<file path="config.mk">
export PLATFORM = sky130hd
export DESIGN_NAME = xor5_parity_sequencer
export DESIGN_NICKNAME = d
export VERILOG_FILES = /design/src/rtl/xor5_parity_sequencer.sv
export SDC_FILE = /design/constraint.sdc
export NUM_CORES = 1
export LEC_CHECK = 0
export ABC_AREA = 0
export CORE_MARGIN = 2
export CORE_UTILIZATION = 23
export CTS_CLUSTER_SIZE = 20
export DETAILED_ROUTE_END_ITERATION = 16
export GPL_ROUTABILITY_DRIVEN = 0
export PLACE_DENSITY = 0.53
export SYNTH_ARGS = -nofsm -noshare
export SYNTH_HDL_FRONTEND = slang
export SYNTH_SLANG_ARGS = --single-unit
</file>
<file path="constraint.sdc">
create_clock -name clk -period 3.3 [get_ports clk]
set_input_delay 0.66 -clock clk [delete_from_list [all_inputs] [get_ports clk]]
set_output_delay 0.66 -clock clk [all_outputs]
set_load 0.02 [all_outputs]
</file>
<file path="src/rtl/xor5_parity_sequencer.sv">
// xor5_parity_sequencer
//   Shares one 5-input XOR parity unit among NREQ requesters. A round-robin
//   arbiter accepts one WIDTH-bit word at a time. The word is walked through
//   the xor5 unit in 5-bit chunks, one chunk per cycle, and the accumulated
//   parity is returned with the requester id on a valid/ready response port.
//
// Parameters
//   NREQ   number of requesters (>=1)
//   WIDTH  data word width per requester (>=1)
//
// Ports
//   clk         clock, rising edge
//   rst_n       asynchronous active-low reset
//   req_valid   [NREQ]        per-requester request valid
//   req_data    [NREQ*WIDTH]  requester i word at [i*WIDTH +: WIDTH]
//   req_ready   [NREQ]        one-hot grant, combinational, only in IDLE
//   rsp_valid   response valid (held until rsp_ready)
//   rsp_ready   response consumer ready
//   rsp_parity  XOR of all WIDTH bits of the served word
//   rsp_id      [IDW]         index of the served requester
//   stat_jobs   [16]          completed response handshakes, saturating
//                             (present only with XOR5SEQ_STATS_EN defined)
//   busy        high whenever the FSM is not in IDLE
//
// Build option
//   XOR5SEQ_STATS_EN  adds the stat_jobs counter port.

// Shared parity datapath: one 5-bit chunk per use.
module xor5_unit (
  input  logic [4:0] din,
  output logic       par
);
  assign par = ^din;
endmodule

module xor5_parity_sequencer #(
  parameter int NREQ  = 4,
  parameter int WIDTH = 20
) (
  input  logic                                   clk,
  input  logic                                   rst_n,
  input  logic [NREQ-1:0]                        req_valid,
  input  logic [NREQ*WIDTH-1:0]                  req_data,
  output logic [NREQ-1:0]                        req_ready,
  output logic                                   rsp_valid,
  input  logic                                   rsp_ready,
  output logic                                   rsp_parity,
  output logic [((NREQ > 1) ? $clog2(NREQ) : 1)-1:0] rsp_id,
`ifdef XOR5SEQ_STATS_EN
  output logic [15:0]                            stat_jobs,
`endif
  output logic                                   busy
);

  localparam int CHUNKS = (WIDTH + 4) / 5;
  localparam int IDW    = (NREQ > 1) ? $clog2(NREQ) : 1;
  localparam int CNTW   = (CHUNKS > 1) ? $clog2(CHUNKS) : 1;

  localparam logic [1:0] S_IDLE = 2'd0;
  localparam logic [1:0] S_RUN  = 2'd1;
  localparam logic [1:0] S_DONE = 2'd2;

  typedef struct packed {
    logic [WIDTH-1:0] word;
    logic [IDW-1:0]   id;
  } job_t;

  logic [1:0]      state;
  job_t            job;
  logic            acc;
  logic [CNTW-1:0] cnt;
  logic [IDW-1:0]  ptr;   // last served requester; scan starts at ptr+1

  // Per-lane view of the flat request bus.
  logic [NREQ-1:0][WIDTH-1:0] lane_data;
  assign lane_data = req_data;

  // ---------------------------------------------------------------------
  // Round-robin grant: first valid requester at ptr+1, ptr+2, ... mod NREQ
  // ---------------------------------------------------------------------
  logic [NREQ-1:0] grant;
  logic [IDW-1:0]  gid;
  logic            gfound;

  always_comb begin
    logic [IDW-1:0] idx;
    grant  = '0;
    gid    = '0;
    gfound = 1'b0;
    idx    = '0;
    for (int k = 1; k <= NREQ; k++) begin
      idx = IDW'((int'(ptr) + k) % NREQ);
      if (!gfound && req_valid[idx]) begin
        grant[idx] = 1'b1;
        gid        = idx;
        gfound     = 1'b1;
      end
    end
  end

  // Grants are only offered in IDLE, and never while reset is held (the
  // state register is already IDLE then, so gate explicitly).
  assign req_ready = (rst_n && state == S_IDLE) ? grant : '0;
  assign busy      = (state != S_IDLE);

  // ---------------------------------------------------------------------
  // Chunk selection: zero-pad the word up to CHUNKS*5 bits, then index.
  // ---------------------------------------------------------------------
  logic [CHUNKS*5-1:0]      padded;
  logic [CHUNKS-1:0][4:0]   chunks;
  logic [4:0]               cur_chunk;
  logic                     cpar;

  always_comb begin
    padded              = '0;
    padded[WIDTH-1:0]   = job.word;
  end

  assign chunks    = padded;
  assign cur_chunk = chunks[cnt];

  xor5_unit u_xor5 (
    .din (cur_chunk),
    .par (cpar)
  );

  // ---------------------------------------------------------------------
  // Sequencer FSM
  // ---------------------------------------------------------------------
  always_ff @(posedge clk or negedge rst_n) begin
    if (!rst_n) begin
      state      <= S_IDLE;
      job        <= '0;
      acc        <= 1'b0;
      cnt        <= '0;
      ptr        <= IDW'(NREQ - 1);
      rsp_valid  <= 1'b0;
      rsp_parity <= 1'b0;
      rsp_id     <= '0;
    end else begin
      case (state)
        S_IDLE: begin
          // gfound in IDLE is exactly the req_valid & req_ready handshake.
          if (gfound) begin
            job.word <= lane_data[gid];
            job.id   <= gid;
            acc      <= 1'b0;
            cnt      <= '0;
            state    <= S_RUN;
          end
        end
        S_RUN: begin
          acc <= acc ^ cpar;
          cnt <= cnt + 1'b1;
          // Last chunk: fold it straight into the response register so the
          // response appears CHUNKS edges after the accept.
          if (cnt == CNTW'(CHUNKS - 1)) begin
            state      <= S_DONE;
            rsp_valid  <= 1'b1;
            rsp_parity <= acc ^ cpar;
            rsp_id     <= job.id;
          end
        end
        S_DONE: begin
          if (rsp_ready) begin
            ptr       <= job.id;
            rsp_valid <= 1'b0;
            state     <= S_IDLE;
          end
        end
        default: state <= S_IDLE;
      endcase
    end
  end

`ifdef XOR5SEQ_STATS_EN
  always_ff @(posedge clk or negedge rst_n) begin
    if (!rst_n) begin
      stat_jobs <= '0;
    end else if (rsp_valid && rsp_ready && stat_jobs != 16'hFFFF) begin
      stat_jobs <= stat_jobs + 16'd1;
    end
  end
`endif

endmodule

</file>
Yosys cells after proc, flatten, opt, wreduce, memory -nomap -nowiden

Index checks and enable logic that the tools add are counted.

Add/subtract/negate cells: 5
Reduce and logical (&&, ||, !) cells: 22
Muxes and demuxes: 44
Eq/ne operators: 6
Bitwise logic cells: 4
Magnitude comparators: 10

Operators with widths:

| kind                                                                                 | count |
|---|---|
| 20-bit binary-select mux with 2-bit select                                           | 1 |
| 20-bit two-way mux                                                                   | 1 |
| 4-bit two-way mux                                                                    | 5 |
| 2-bit by 3-bit < comparator with 1-bit output (second input constant)                | 6 |
| 2-bit two-way mux                                                                    | 8 |
| 1-bit two-way mux                                                                    | 15 |
| 4-bit OR                                                                             | 3 |
| 5-bit binary-select mux with 2-bit select                                            | 1 |
| 1-bit binary-select mux with 2-bit select                                            | 4 |
| 1-bit demux with 2-bit select                                                        | 4 |
| 2-bit by 1-bit greater-or-equal comparator with 1-bit output (second input constant) | 4 |
| 1-bit logical AND                                                                    | 8 |
| 2-bit AND reduction                                                                  | 4 |
| 2-bit by 1-bit adder with 2-bit output (second input constant)                       | 3 |
| 2-bit inequality test (second input constant)                                        | 3 |
| 2-bit case mux with 3 select lines                                                   | 1 |
| 3-bit AND reduction                                                                  | 2 |
| 2-bit nonzero test                                                                   | 3 |
| 5-bit two-way mux                                                                    | 1 |
| 5-bit XOR reduction                                                                  | 1 |
| 2-bit adder (second input constant)                                                  | 2 |
| 2-bit == test (second input constant)                                                | 2 |
| 1-bit case mux with 2 select lines                                                   | 2 |
| 2-bit case mux with 2 select lines                                                   | 1 |
| 4 further kinds                                                                      | 6 |

Bits of input ports: 87
Bits in registers: 33
Logic and storage cells: 100
Output and inout bits: 9

Longest topological paths before layout

Gate-level depths: netlist (run 1).

Depth in word-level cells: 15
Depth in mapped cells: 11

By module

From an unflattened synthesis (run 1), not the netlist that was laid out.

Cells, all modules: 228
Area, all modules: 2,441.1 um2

Modules (own cells, without submodules):

| module                | sequential area each (um2) | area an instance (um2) | cells an instance | times used |
|---|---|---|---|---|
| xor5_parity_sequencer | 828.3                      | 2,401.1                | 225               | 1 |
| xor5_unit             | 0.0                        | 40.0                   | 3                 | 1 |

Worst setup path before layout (run 1)

Ideal clock, no wire load.

Kind: register to output
Start: register ptr[0]
End: output req_ready[0]
Path slack: 379 ps
Required time: 2,640 ps
Stages on the path, launching flop included: 10
Data arrival time: 2,261 ps
Path buffers: 3
Path through: dfstp_2 buf_6 buf_6 inv_1 ha_1 mux4_2 clkbuf_1 nor2_1 a221oi_1 nor2_1

Longest elaborated chain between the ends: 14
Elaborated cells on any way between the ends: 49

RTL lines:

| item                                                                                   | RTL line | RTL |
|---|---|---|
| start: declaration                                                                     | 72       | `logic [IDW-1:0] ptr;` |
| start signal: assignment                                                               | 136      | `ptr <= IDW'(NREQ - 1);` |
| start signal: assignment                                                               | 166      | `ptr <= job.id;` |
| branches (longest 12 deep; another with 2-bit by 3-bit < comparator with 1-bit output) | n/a      |  |
| 4-bit two-way mux (*)                                                                  | 93       | `if (!gfound && req_valid[idx]) begin` |
| 4-bit two-way mux (*)                                                                  | 103      | `assign req_ready = (rst_n && state == S_IDLE) ? grant : '0;` |
| end: declaration                                                                       | 44       | `output logic [NREQ-1:0] req_ready,` |

Every way passes the cells marked *. The select of a mux whose other input is x is not followed.

Worst setup path after layout (run 1)

Start: input req_valid[1]
End: output req_ready[0]

Longest elaborated chain between the ends: 13
Elaborated cells on any way between the ends: 25

RTL lines:

| item                                      | RTL line | RTL |
|---|---|---|
| start: declaration                        | 42       | `input logic [NREQ-1:0] req_valid,` |
| 1-bit binary-select mux with 2-bit select | 93       |  |
| 1-bit two-way mux (not written as such)   | 93       |  |
| 1-bit two-way mux                         | 93       |  |
| 1-bit zero test                           | 93       |  |
| 1-bit logical AND                         | 93       |  |
| 1-bit two-way mux                         | 93       |  |
| 1-bit zero test                           | 93       |  |
| 1-bit logical AND                         | 93       |  |
| 1-bit two-way mux                         | 93       |  |
| 1-bit zero test                           | 93       |  |
| 1-bit logical AND                         | 93       |  |
| 4-bit two-way mux (*)                     | 93       |  |
| 4-bit two-way mux (*)                     | 103      |  |

Every way passes the cells marked *; elsewhere a longest branch is shown, timed or not. The select of a mux whose other input is x is not followed.

==> results of run 1 <==
[registers in the layout (all words and copies together), names as in the netlist]
register,count
rsp_valid,1
cnt,2
job,2
ptr,2
acc,1
chunks,20
rsp_id,2
rsp_parity,1
state,2
[metal layers]
layer  global-route usage (%)  up-vias  wire length (um)
li1                         -     1300                 -
met1                     18.1     1290              4120
met2                     22.7      102              4030
met3                     2.92        8               503
met4                     3.01        0               112
met5                        0        -                 0
[cell usage after synthesis, types with 4 or more instances]
master,n,share of area (%)
o21ai_1,4,0.73
buf_2,10,1.8
ha_1,9,4.1
nand3_1,4,0.73
mux2_2,5,2.0
dfrtp_1,31,28
a221oi_1,4,1.3
o21ai_0,4,0.73
a22oi_1,4,1.1
clkbuf_1,8,1.1
nor2_1,32,4.4
inv_1,7,0.95
o221ai_2,9,4.9
xnor2_1,6,1.9
mux2i_1,20,7.3
nand2_1,30,4.1
o22a_1,20,6.4
mux4_2,8,6.5
o221ai_1,31,9.9
[critical path, cell delays in order]
cell and delay [ns]:
clkdlybuf4s50_1 0.46, mux4_2 0.59, a22oi_1 0.22, nor2_1 0.07
a221oi_1 0.25, nor2_1 0.06, dlygate4sd2_1 0.32
[metrics by stage]
| step | power [mW] | worst slack, ns | TNS [ns] | std cells |
|---|---|---|---|---|
| after floorplan | 2.83 | 0.379 | 0 | 280 |
| after global placement | 3.59 | -0.267 | -1.06 | 518 |
| after detailed placement | 3.64 | -0.376 | -1.47 | 518 |
| after CTS | 4.20 | 0.0190 | 0 | 526 |
| after global routing | 4.52 | -0.155 | -0.226 | 526 |
| final | 4.17 | -0.00573 | -0.00573 | 526 |
[logic make-up after synthesis]
logic type | after synthesis | synth area share [%]
simple gates | 75 | 11.4
flops | 33 | 30.0
mux | 33 | 15.8
fa+ha+maj | 9 | 4.09
xor+xnor | 8 | 2.54
buf+inv | 31 | 6.49
compound gates | 91 | 29.6
[repair_timing]
| item | CTS | global route |
|---|---|---|
| resized for setup | 7 | 7 |
| pin swaps | 0 | 1 |
| setup endpoints to repair | 4 | 4 |
[where the power goes]
group / switching [mW] / internal (mW) / leakage (nW)
registers: 0.155 / 0.627 / 0.402
logic: 1.51 / 1.33 / 1.13
clock network: 0.164 / 0.377 / 0.0841
[cells in the final DEF (no fill, tap or decap), drive strengths merged, types with 2 or more instances in the layout]
cell,synthesis,final
or2,3,3
buf,16,24
clkbuf,8,9
o31ai,2,2
o21ai,10,10
inv,7,7
dfrtp,31,31
a22oi,4,4
mux2,5,5
dfstp,2,2
mux4,8,8
nand3,4,4
mux2i,20,20
ha,9,9
clkdlybuf4s50,0,88
o221ai,40,40
dlygate4sd2,0,3
xnor2,6,6
o22a,20,20
nor2,32,32
a221oi,4,4
nor2b,3,3
nand2,30,30
xor2,2,2
a211oi,2,2
a21oi,2,2
o22ai,2,2
[worst paths after layout]
check / start / end / slack [ns] / cells after the start
worst max register to register: ptr[0]$_DFFE_PN1P_ / chunks[12]$_DFFE_PN0P_ / 0.39 / 9
max in group asynchronous: rst_n / ptr[0]$_DFFE_PN1P_ / 2.53 / 2
worst max-delay path: req_valid[1] / req_ready[0] / -0.006 / 7
min in group clk: chunks[11]$_DFFE_PN0P_ / chunks[11]$_DFFE_PN0P_ / 0.49 / 2
worst min register to register: chunks[11]$_DFFE_PN0P_ / chunks[11]$_DFFE_PN0P_ / 0.49 / 2
worst min-delay path: rst_n / state[0]$_DFFE_PN0P_ / 0.45 / 2
[final cells by class]
cell class / instances / area (um^2) / area share (%)
Clock buffer: 7 / 143 / 3.45
Multi-Input combinational cell: 216 / 1790 / 43.4
Timing Repair Buffer: 119 / 1130 / 27.4
Inverter: 7 / 26.3 / 0.636
Clock inverter: 1 / 30.0 / 0.727
Sequential cell: 33 / 828 / 20.0
Tap cell: 143 / 179 / 4.33
==> results.cfg, run 1 <==
[run_status]
run_status = complete, but fails checks
violations = negative setup slack

[timing]
timing_worst_slew_pin_value_ns = 0.419
worst_hold_slack_ns = 0.448
finalHoldViolations = 0
timing_max_transition_violations_final = 0
relSlewSlack_pct = 72.1
finalSetupViolCount = 1
rsz_0062_raised_after_global_routing = true
fin_ws_ns = -0.00573
max_freq_ghz = 0.303
final_min_period_over_clock_period_pct = 100
post-route-min-period_ns = 3.31
clock-skew-final_ns = 0.00277

[final_layout]
area_growth_pct = 49.9
total_number_of_nets_in_the_final_design = 478
finish.instance_area_mm2 = 0.00413
fillCellCount = 1170
antennaDiodeCount = 0
fin_util_pct = 35.7
layout_cell_share_with_drive_strength_beyond_1_pct = 18.3

[power_and_ir_drop]
max-vdd-ir-drop_mv = 0.467
power.density_mw_per_mm2 = 1010
p_leak_nw = 1.62

[logic_synthesis]
mappedNetlistNets = 376
yosysUniqueCellTypes = 43
ys_warn_count = 0
synth_top_flop_cell = dfrtp_1
netlist_instances = 280
syn-mean-instance-area_um2 = 9.84
synth_enable_flop_cells = 0
yosysSeqAreaShare_pct = 30.0
combined_area_of_all_synthesized_cells_mm2 = 0.00276
synth_async_sr_flop_share_pct = 100
synth_seq_cells = 33

[route]
post_drt_wl_per_cell_um = 16.7
first_iter_violations = 94
drt_wl_total_um = 8760
drcViolationCount = 0
via_per_inst = 5.13
first_pass_detailed_route_iteration_total = 4
ant_nets = 0
vias = 2700

[global_route]
grt_pass1_wl_um = 14000
grt_pass1_vias = 2813
largest_net_degree_at_the_start_of_global_routing = 34
gr-usage-all-layers_pct = 13.6
globalRouteOverflowTotal = 0
antenna_found_initial = 0

[die]
design.die.area_mm2 = 0.0129
fp-row-count = 39
initial_core_util_pct = 23.8
die_w_um = 113
die_height_um = 113
top_level_ports = 96
core_region_area_mm2 = 0.0116

[clock_network]
cts.root.buffer_cell = clkbuf_16
clock_tree.htree_level_count = 2
tritoncts.num_buffers = 5
clock_latency_ns = 0.27
tritoncts_num_sinks = 33
clk_transition_reported_paths_ns = 0.05
clk_path_buf_depth = 2
cts_setup_buffers = 0
cts_tree = yes
cts_hold_buf = 0

[setup_path]
worst_ep_arrival_time_ns = 2.65
required_time_at_the_endpoint_of_the_critical_path_ns = 2.64
critical_path_peak_fanout = 6
timing.critical_path.to_type = output pin
critical_path.startpoint_type = input pin
path_class = in -> out

[place]
dp_hpwl_um = 6510
port-buffer-count = 95
post_dp_cell_area_mm2 = 0.00394

[min_path]
timing.hold.worst.class = in -> async

[flow_run]
drv.max_cap_violation_count = 0
No activity file was read; power rests on OpenSTA's default activity.
==> run 2, diff against run 1 <==
- ABC_AREA: 0 -> 1
- PLACE_DENSITY: 0.53 -> 0.54
- clock period: 3.3 -> 3 ns (I/O delays scaled with it)
==> run 2 against run 1 <==
Compared with the run above: sequential power increased by 7.5%; register-to-register slack got worse by 0.05 ns; largest power group unchanged; non-clock buffer count increased by 2; the run now ends clean.
==> results.cfg, run 2 <==
[global_route]
grt_pass1_wl_um = 15400
antenna_found_initial = 0
globalRouteOverflowTotal = 0
largest_net_degree_at_the_start_of_global_routing = 35
gr-usage-all-layers_pct = 12.7
grt_pass1_vias = 3406

[setup_path]
worst_ep_arrival_time_ns = 2.22
required_time_at_the_endpoint_of_the_critical_path_ns = 2.40
timing.critical_path.to_type = output pin
regToRegEndpoint = chunks[3]$_DFFE_PN0P_
timing.reg2reg.setup_slack_ns = 0.34
critical_path.startpoint_type = input pin
worst_reg_to_reg_cells = 13
critical_path_peak_fanout = 7
crit-reg2reg-launch = ptr[0]$_DFFE_PN1P_
path_class = in -> out

[timing]
fin_ws_ns = 0.184
timing_max_transition_violations_final = 0
final_min_period_over_clock_period_pct = 93.9
finalSetupViolCount = 0
relSlewSlack_pct = 72.7
worst_hold_slack_ns = 0.475
post-route-min-period_ns = 2.82
clock-skew-final_ns = 0.00190
max_freq_ghz = 0.355
timing.setup.tns_ns = 0
rsz_0062_raised_after_global_routing = false
timing_worst_slew_pin_value_ns = 0.410
finalHoldViolations = 0

[final_layout]
area_growth_pct = 43.3
leading_cell_types_in_the_layout_fill_and_taps_excluded = nand2_1, inv_1, clkdlybuf4s50_1
layout_cell_share_with_drive_strength_beyond_1_pct = 12.4
total_number_of_nets_in_the_final_design = 706
layout.cells.most_common = nand2_1
fillCellCount = 1483
largest_register_ffs = 20
antennaDiodeCount = 0
finish.instance_area_mm2 = 0.00456

[route]
via_per_inst = 4.34
ant_nets = 0
vias = 3413
drt_wl_total_um = 9030
post_drt_wl_per_cell_um = 11.5
drcViolationCount = 0
first_iter_violations = 149
first_pass_detailed_route_iteration_total = 4

[min_path]
timing.hold.worst.class = reg -> reg
min_from = rsp_valid$_DFFE_PN0P_
min_delay_path_depth = 2
hold_path_end = rsp_valid$_DFFE_PN0P_

[die]
die_height_um = 122
die_w_um = 122
design.die.area_mm2 = 0.0148
core_region_area_mm2 = 0.0134
fp-row-count = 42
top_level_ports = 96
initial_core_util_pct = 23.7

[clock_network]
cts_setup_buffers = 0
clock_latency_ns = 0.28
cts.root.buffer_cell = clkbuf_16
tritoncts_num_sinks = 33
tritoncts.num_buffers = 5
clk_transition_reported_paths_ns = 0.05
clock_tree.htree_level_count = 2
cts_tree = yes
clk_path_buf_depth = 2
cts_hold_buf = 0

[logic_synthesis]
netlist_instances = 505
synth.largest_area_cell = dfrtp_1
yosys-top-cells-area = dfrtp_1, nand2_1, inv_1, nand3_1, nand4_1
yosysMostFrequentCell = nand2_1
synth_seq_cells = 33
yosysSeqAreaShare_pct = 26.0
synth_async_sr_flop_share_pct = 100
post-synth-top-area-fraction_pct = 24.4
combined_area_of_all_synthesized_cells_mm2 = 0.00318
ys_warn_count = 0
mappedNetlistNets = 601
synth_commonest_cells = nand2_1, inv_1, nand3_1
synth_enable_flop_cells = 0
yosysUniqueCellTypes = 35
syn-mean-instance-area_um2 = 6.30
synth_top_flop_cell = dfrtp_1

[power_and_ir_drop]
total_power_mw = 5.44
switching_power_summed_over_all_nets_mw = 2.83
p_leak_nw = 2.43
power.density_mw_per_mm2 = 1190
max-vdd-ir-drop_mv = 0.448
pwr-share-seq_pct = 15.4
power.internal_mw = 2.61
clock_power_share_pct = 9.0
combinationalPowerShare_pct = 75.6
netSwitchingFraction_pct = 52.0

[place]
port-buffer-count = 95
setup_ws_pre_cts_ns = -0.302
post_dp_cell_area_mm2 = 0.00441
dp_hpwl_um = 7180

[run_status]
run_status = complete, no violations

[flow_run]
drv.max_cap_violation_count = 0
## run 2: changes by cell type in the layout (fill, tap and decap cells not counted), moves of 20 or more
| cell | delta |
|---|---|
| inv_1 | +94 |
| mux2i_1 | -20 |
| nand4_1 | +35 |
| o221ai_1 | -31 |
| nand2_1 | +130 |
| o22a_1 | -20 |
| nand3_1 | +44 |
## run 2: repair_timing
action	in CTS	in global routing
setup endpoints to repair	4	21
endpoints found under the hold margin	0	0
pin swaps	0	4
gates resized for setup	13	13
## run 2: how the worst max path moves through the flow
stage | startpoint | end | slack [ns]
finish | req_valid[2] | req_ready[2] | 0.18
global route | ptr[0]$_DFFE_PN1P_ | req_ready[2] | 0.007
CTS | ptr[0]$_DFFE_PN1P_ | req_ready[0] | -0.0005
detailed placement | req_valid[2] | req_ready[0] | -0.30
global placement | req_valid[2] | req_ready[0] | -0.23
floorplan | ptr[0]$_DFFE_PN1P_ | req_ready[1] | 0.36
## run 2: stage by stage
step                      util (%)  std cells
after global placement        32.9        779
after floorplan                  -        505
final                         34.0        787
after detailed placement      32.9        779
after global routing          34.0        787
after CTS                     34.0        787
## run 2: critical path, cell delays in order
cell             delay [ns]
clkdlybuf4s50_1        0.53
inv_1                  0.05
nand2_1                0.09
nand3_2                0.11
nand2_4                0.15
nor2_8                 0.06
buf_4                  0.14
nand3_1                0.06
nand2_1                0.06
o21ai_0                0.16
inv_1                  0.06
clkbuf_2               0.15
## run 2: layout make-up
type,instances,area (um^2),area share (%)
Multi-Input combinational cell,346,1820,39.9
Tap cell,176,220,4.83
Inverter,103,398,8.73
Clock buffer,6,129,2.83
Clock inverter,2,10.0,0.220
Sequential cell,33,828,18.2
Timing Repair Buffer,121,1150,25.3
## run 2: cell families after synthesis
family | synth area share (%)
buffers and inverters | 17.6
xor gates and xnor gates | 0.826
DFF | 26.0
and+or+nand+nor | 44.9
adders and majority gates | 3.54
AOI/OAI and AO/OA | 7.12
## run 2: metal layers
metal / vias up / global-route usage [%] / routed length, um
met2: 116 / 21.6 / 4170
met1: 1509 / 16.4 / 4230
met4: 0 / 3.81 / 120
li1: 1780 / - / -
met5: - / 0 / 0
met3: 8 / 2.29 / 513
## run 2: power by group through the flow
stage          registers [mW]  clock network [mW]  logic, mW
2_1_floorplan           0.825                   0       3.09
3_3_place_gp            0.843                   0       4.05
3_5_place_dp            0.849                   0       4.10
4_1_cts                 0.842               0.499       4.13
5_1_grt                 0.871               0.521       4.68
6_report                0.841               0.488       4.11
==> run 3, diff against run 2 <==
- PLACE_DENSITY: 0.54 -> 0.52
- clock period: 3 -> 2.6 ns (I/O delays scaled with it)
==> run 3 against run 2 <==
Compared with the run above: the flow now finishes with violations (negative setup slack); total power up 29%; critical path depth down 1; combinational power up 32%; routed wire length up 6.9%; critical path type is now reg -> out; critical endpoint is now req_ready[0]; largest cell class unchanged.
==> results.cfg, run 3 (same netlist as run 2, synthesis figures left out) <==
[global_route]
grt_pass1_vias = 3517
grt_pass1_wl_um = 16100
globalRouteOverflowTotal = 0
grt_use_met1_pct = 16.9
gr-usage-all-layers_pct = 13.3
grt_met3_usage_pct = 2.43
globalRoute.busiestLayer = met2
globalRouteMet2Util_pct = 22.9
antenna_found_initial = 0
largest_net_degree_at_the_start_of_global_routing = 35

[route]
first_iter_violations = 132
post_drt_wl_per_cell_um = 12.1
drcViolationCount = 0
drt_wl_total_um = 9650
via_per_inst = 4.35
vias = 3471
ant_nets = 0
first_pass_detailed_route_iteration_total = 4

[timing]
rsz_0062_raised_after_global_routing = true
post-route-min-period_ns = 2.68
fin_ws_ns = -0.0793
final_min_period_over_clock_period_pct = 103
finalHoldViolations = 0
clock-skew-final_ns = 0.00227
timing_max_transition_violations_final = 0
timing_worst_slew_pin_value_ns = 0.413
finalSetupViolCount = 4
max_freq_ghz = 0.373
worst_hold_slack_ns = 0.479
relSlewSlack_pct = 72.5

[setup_path]
critical_path_slowest_stage_cell = dfstp_2
critical-path-top-cell-by-count = buf_4
worstPathBufferInverterCount = 5
timing.reg2reg.setup_slack_ns = 0.18
crit_family = flip-flops
critical_path_peak_fanout = 3
timing.critical_path.to_type = output pin
worstPathCellList = inv_8 > ha_4 > buf_4 > nand3_1 > nand2_2 > buf_4 > a31oi_1 > o21ai_1 > nand2_1 > inv_1 > buf_4
required_time_at_the_endpoint_of_the_critical_path_ns = 2.08
critical_path.startpoint_type = flop
path_class = reg -> out
regToRegEndpoint = chunks[5]$_DFFE_PN0P_
worst_reg_to_reg_cells = 15
crit-reg2reg-launch = ptr[0]$_DFFE_PN1P_
cp_slowest_stage_delay_ns = 0.59
worst_ep_arrival_time_ns = 2.16

[final_layout]
final-instance-count-excl-fill = 798
fin_util_pct = 35.8
antennaDiodeCount = 0
layout_cell_share_with_drive_strength_beyond_1_pct = 15.4
layout.cells.most_common = nand2_1
finish.instance_area_mm2 = 0.00479
leading_cell_types_in_the_layout_fill_and_taps_excluded = nand2_1, inv_1, clkdlybuf4s50_1
total_number_of_nets_in_the_final_design = 717
area_growth_pct = 50.6
largest_register_ffs = 20

[die]
initial_core_util_pct = 23.7
top_level_ports = 96
die_w_um = 122
fp-row-count = 42
design.die.area_mm2 = 0.0148
core_region_area_mm2 = 0.0134
die_height_um = 122

[place]
numPlacedInstances = 785
port-buffer-count = 95
setup_ws_pre_cts_ns = -0.564
dp_hpwl_um = 7440
post_dp_cell_area_mm2 = 0.00447

[run_status]
run_status = complete, but fails checks
violations = negative setup slack

[clock_network]
tritoncts.num_buffers = 5
cts_tree = yes
clk_transition_reported_paths_ns = 0.05
clock_latency_ns = 0.27
clk_path_buf_depth = 2
cts.root.buffer_cell = clkbuf_16
tritoncts_num_sinks = 33
clock_tree.htree_level_count = 2

[power_and_ir_drop]
max-vdd-ir-drop_mv = 0.580
power.density_mw_per_mm2 = 1460
p_leak_nw = 2.54

[flow_run]
drv.max_cap_violation_count = 0

[min_path]
timing.hold.worst.class = reg -> reg
min_delay_path_depth = 2
min_from = rsp_parity$_DFFE_PN0P_
hold_path_end = rsp_parity$_DFFE_PN0P_
run 3: cell count changes in the layout (fill, tap and decap cells not counted), sizes merged:
cell / change
clkbuf: +1
buf: +11
dlygate4sd2: +1
clkdlybuf4s50: -1
clkinvlp: -1
run 3: worst max path at each step:
| stage | end | cells after the start | from |
|---|---|---|---|
| after global routing | req_ready[3] | 12 | ptr[0]$_DFFE_PN1P_ |
| after detailed placement | req_ready[1] | 13 | req_valid[2] |
| after floorplan | req_ready[1] | 13 | ptr[0]$_DFFE_PN1P_ |
| after global placement | req_ready[0] | 13 | req_valid[2] |
| after CTS | req_ready[0] | 12 | ptr[0]$_DFFE_PN1P_ |
| final | req_ready[0] | 11 | ptr[0]$_DFFE_PN1P_ |
run 3: metal layers:
metal,part of all wire (%),wire [um],up-vias
met2,46,4480,99
met3,5.1,488,9
met5,0,0,-
met4,1.0,98,0
li1,-,-,1811
met1,47,4580,1552
run 3: through the flow:
stage                     total power, mW  TNS (ns)
after floorplan                      4.51         0
after global placement               5.82     -4.13
after detailed placement             5.90     -4.95
after CTS                            6.71    -0.144
after global routing                 7.78    -0.641
final                                7.01    -0.183
run 3: tightest hold or removal path, delay by kind of cell, from the launching register on:
kind             cells  cell delay [ns]
DFF                  1             0.34
and+or+nand+nor      2             0.10
run 3: power breakdown:
part / switching, mW / leakage [nW] / internal (mW)
sequential: 0.174 / 0.399 / 0.797
combinational: 3.16 / 2.06 / 2.28
clock: 0.204 / 0.0799 / 0.405
total: 3.53 / 2.54 / 3.48
run 3: repair_timing:
action | CTS | global route
gates cloned | 0 | 1
endpoints found under the setup margin | 7 | 23
hold buffers | 0 | 0
setup buffers | 4 | 0
pin swaps | 10 | 8
resized for setup | 40 | 18
run 3: cell type report:
class	count	area, um^2
fill	1454	8610
multi-input combinational	346	1870
timing repair buffer	132	1320
sequential	33	828
inverter	103	397
tap	176	220
clock buffer	7	153
clock inverter	1	5.00
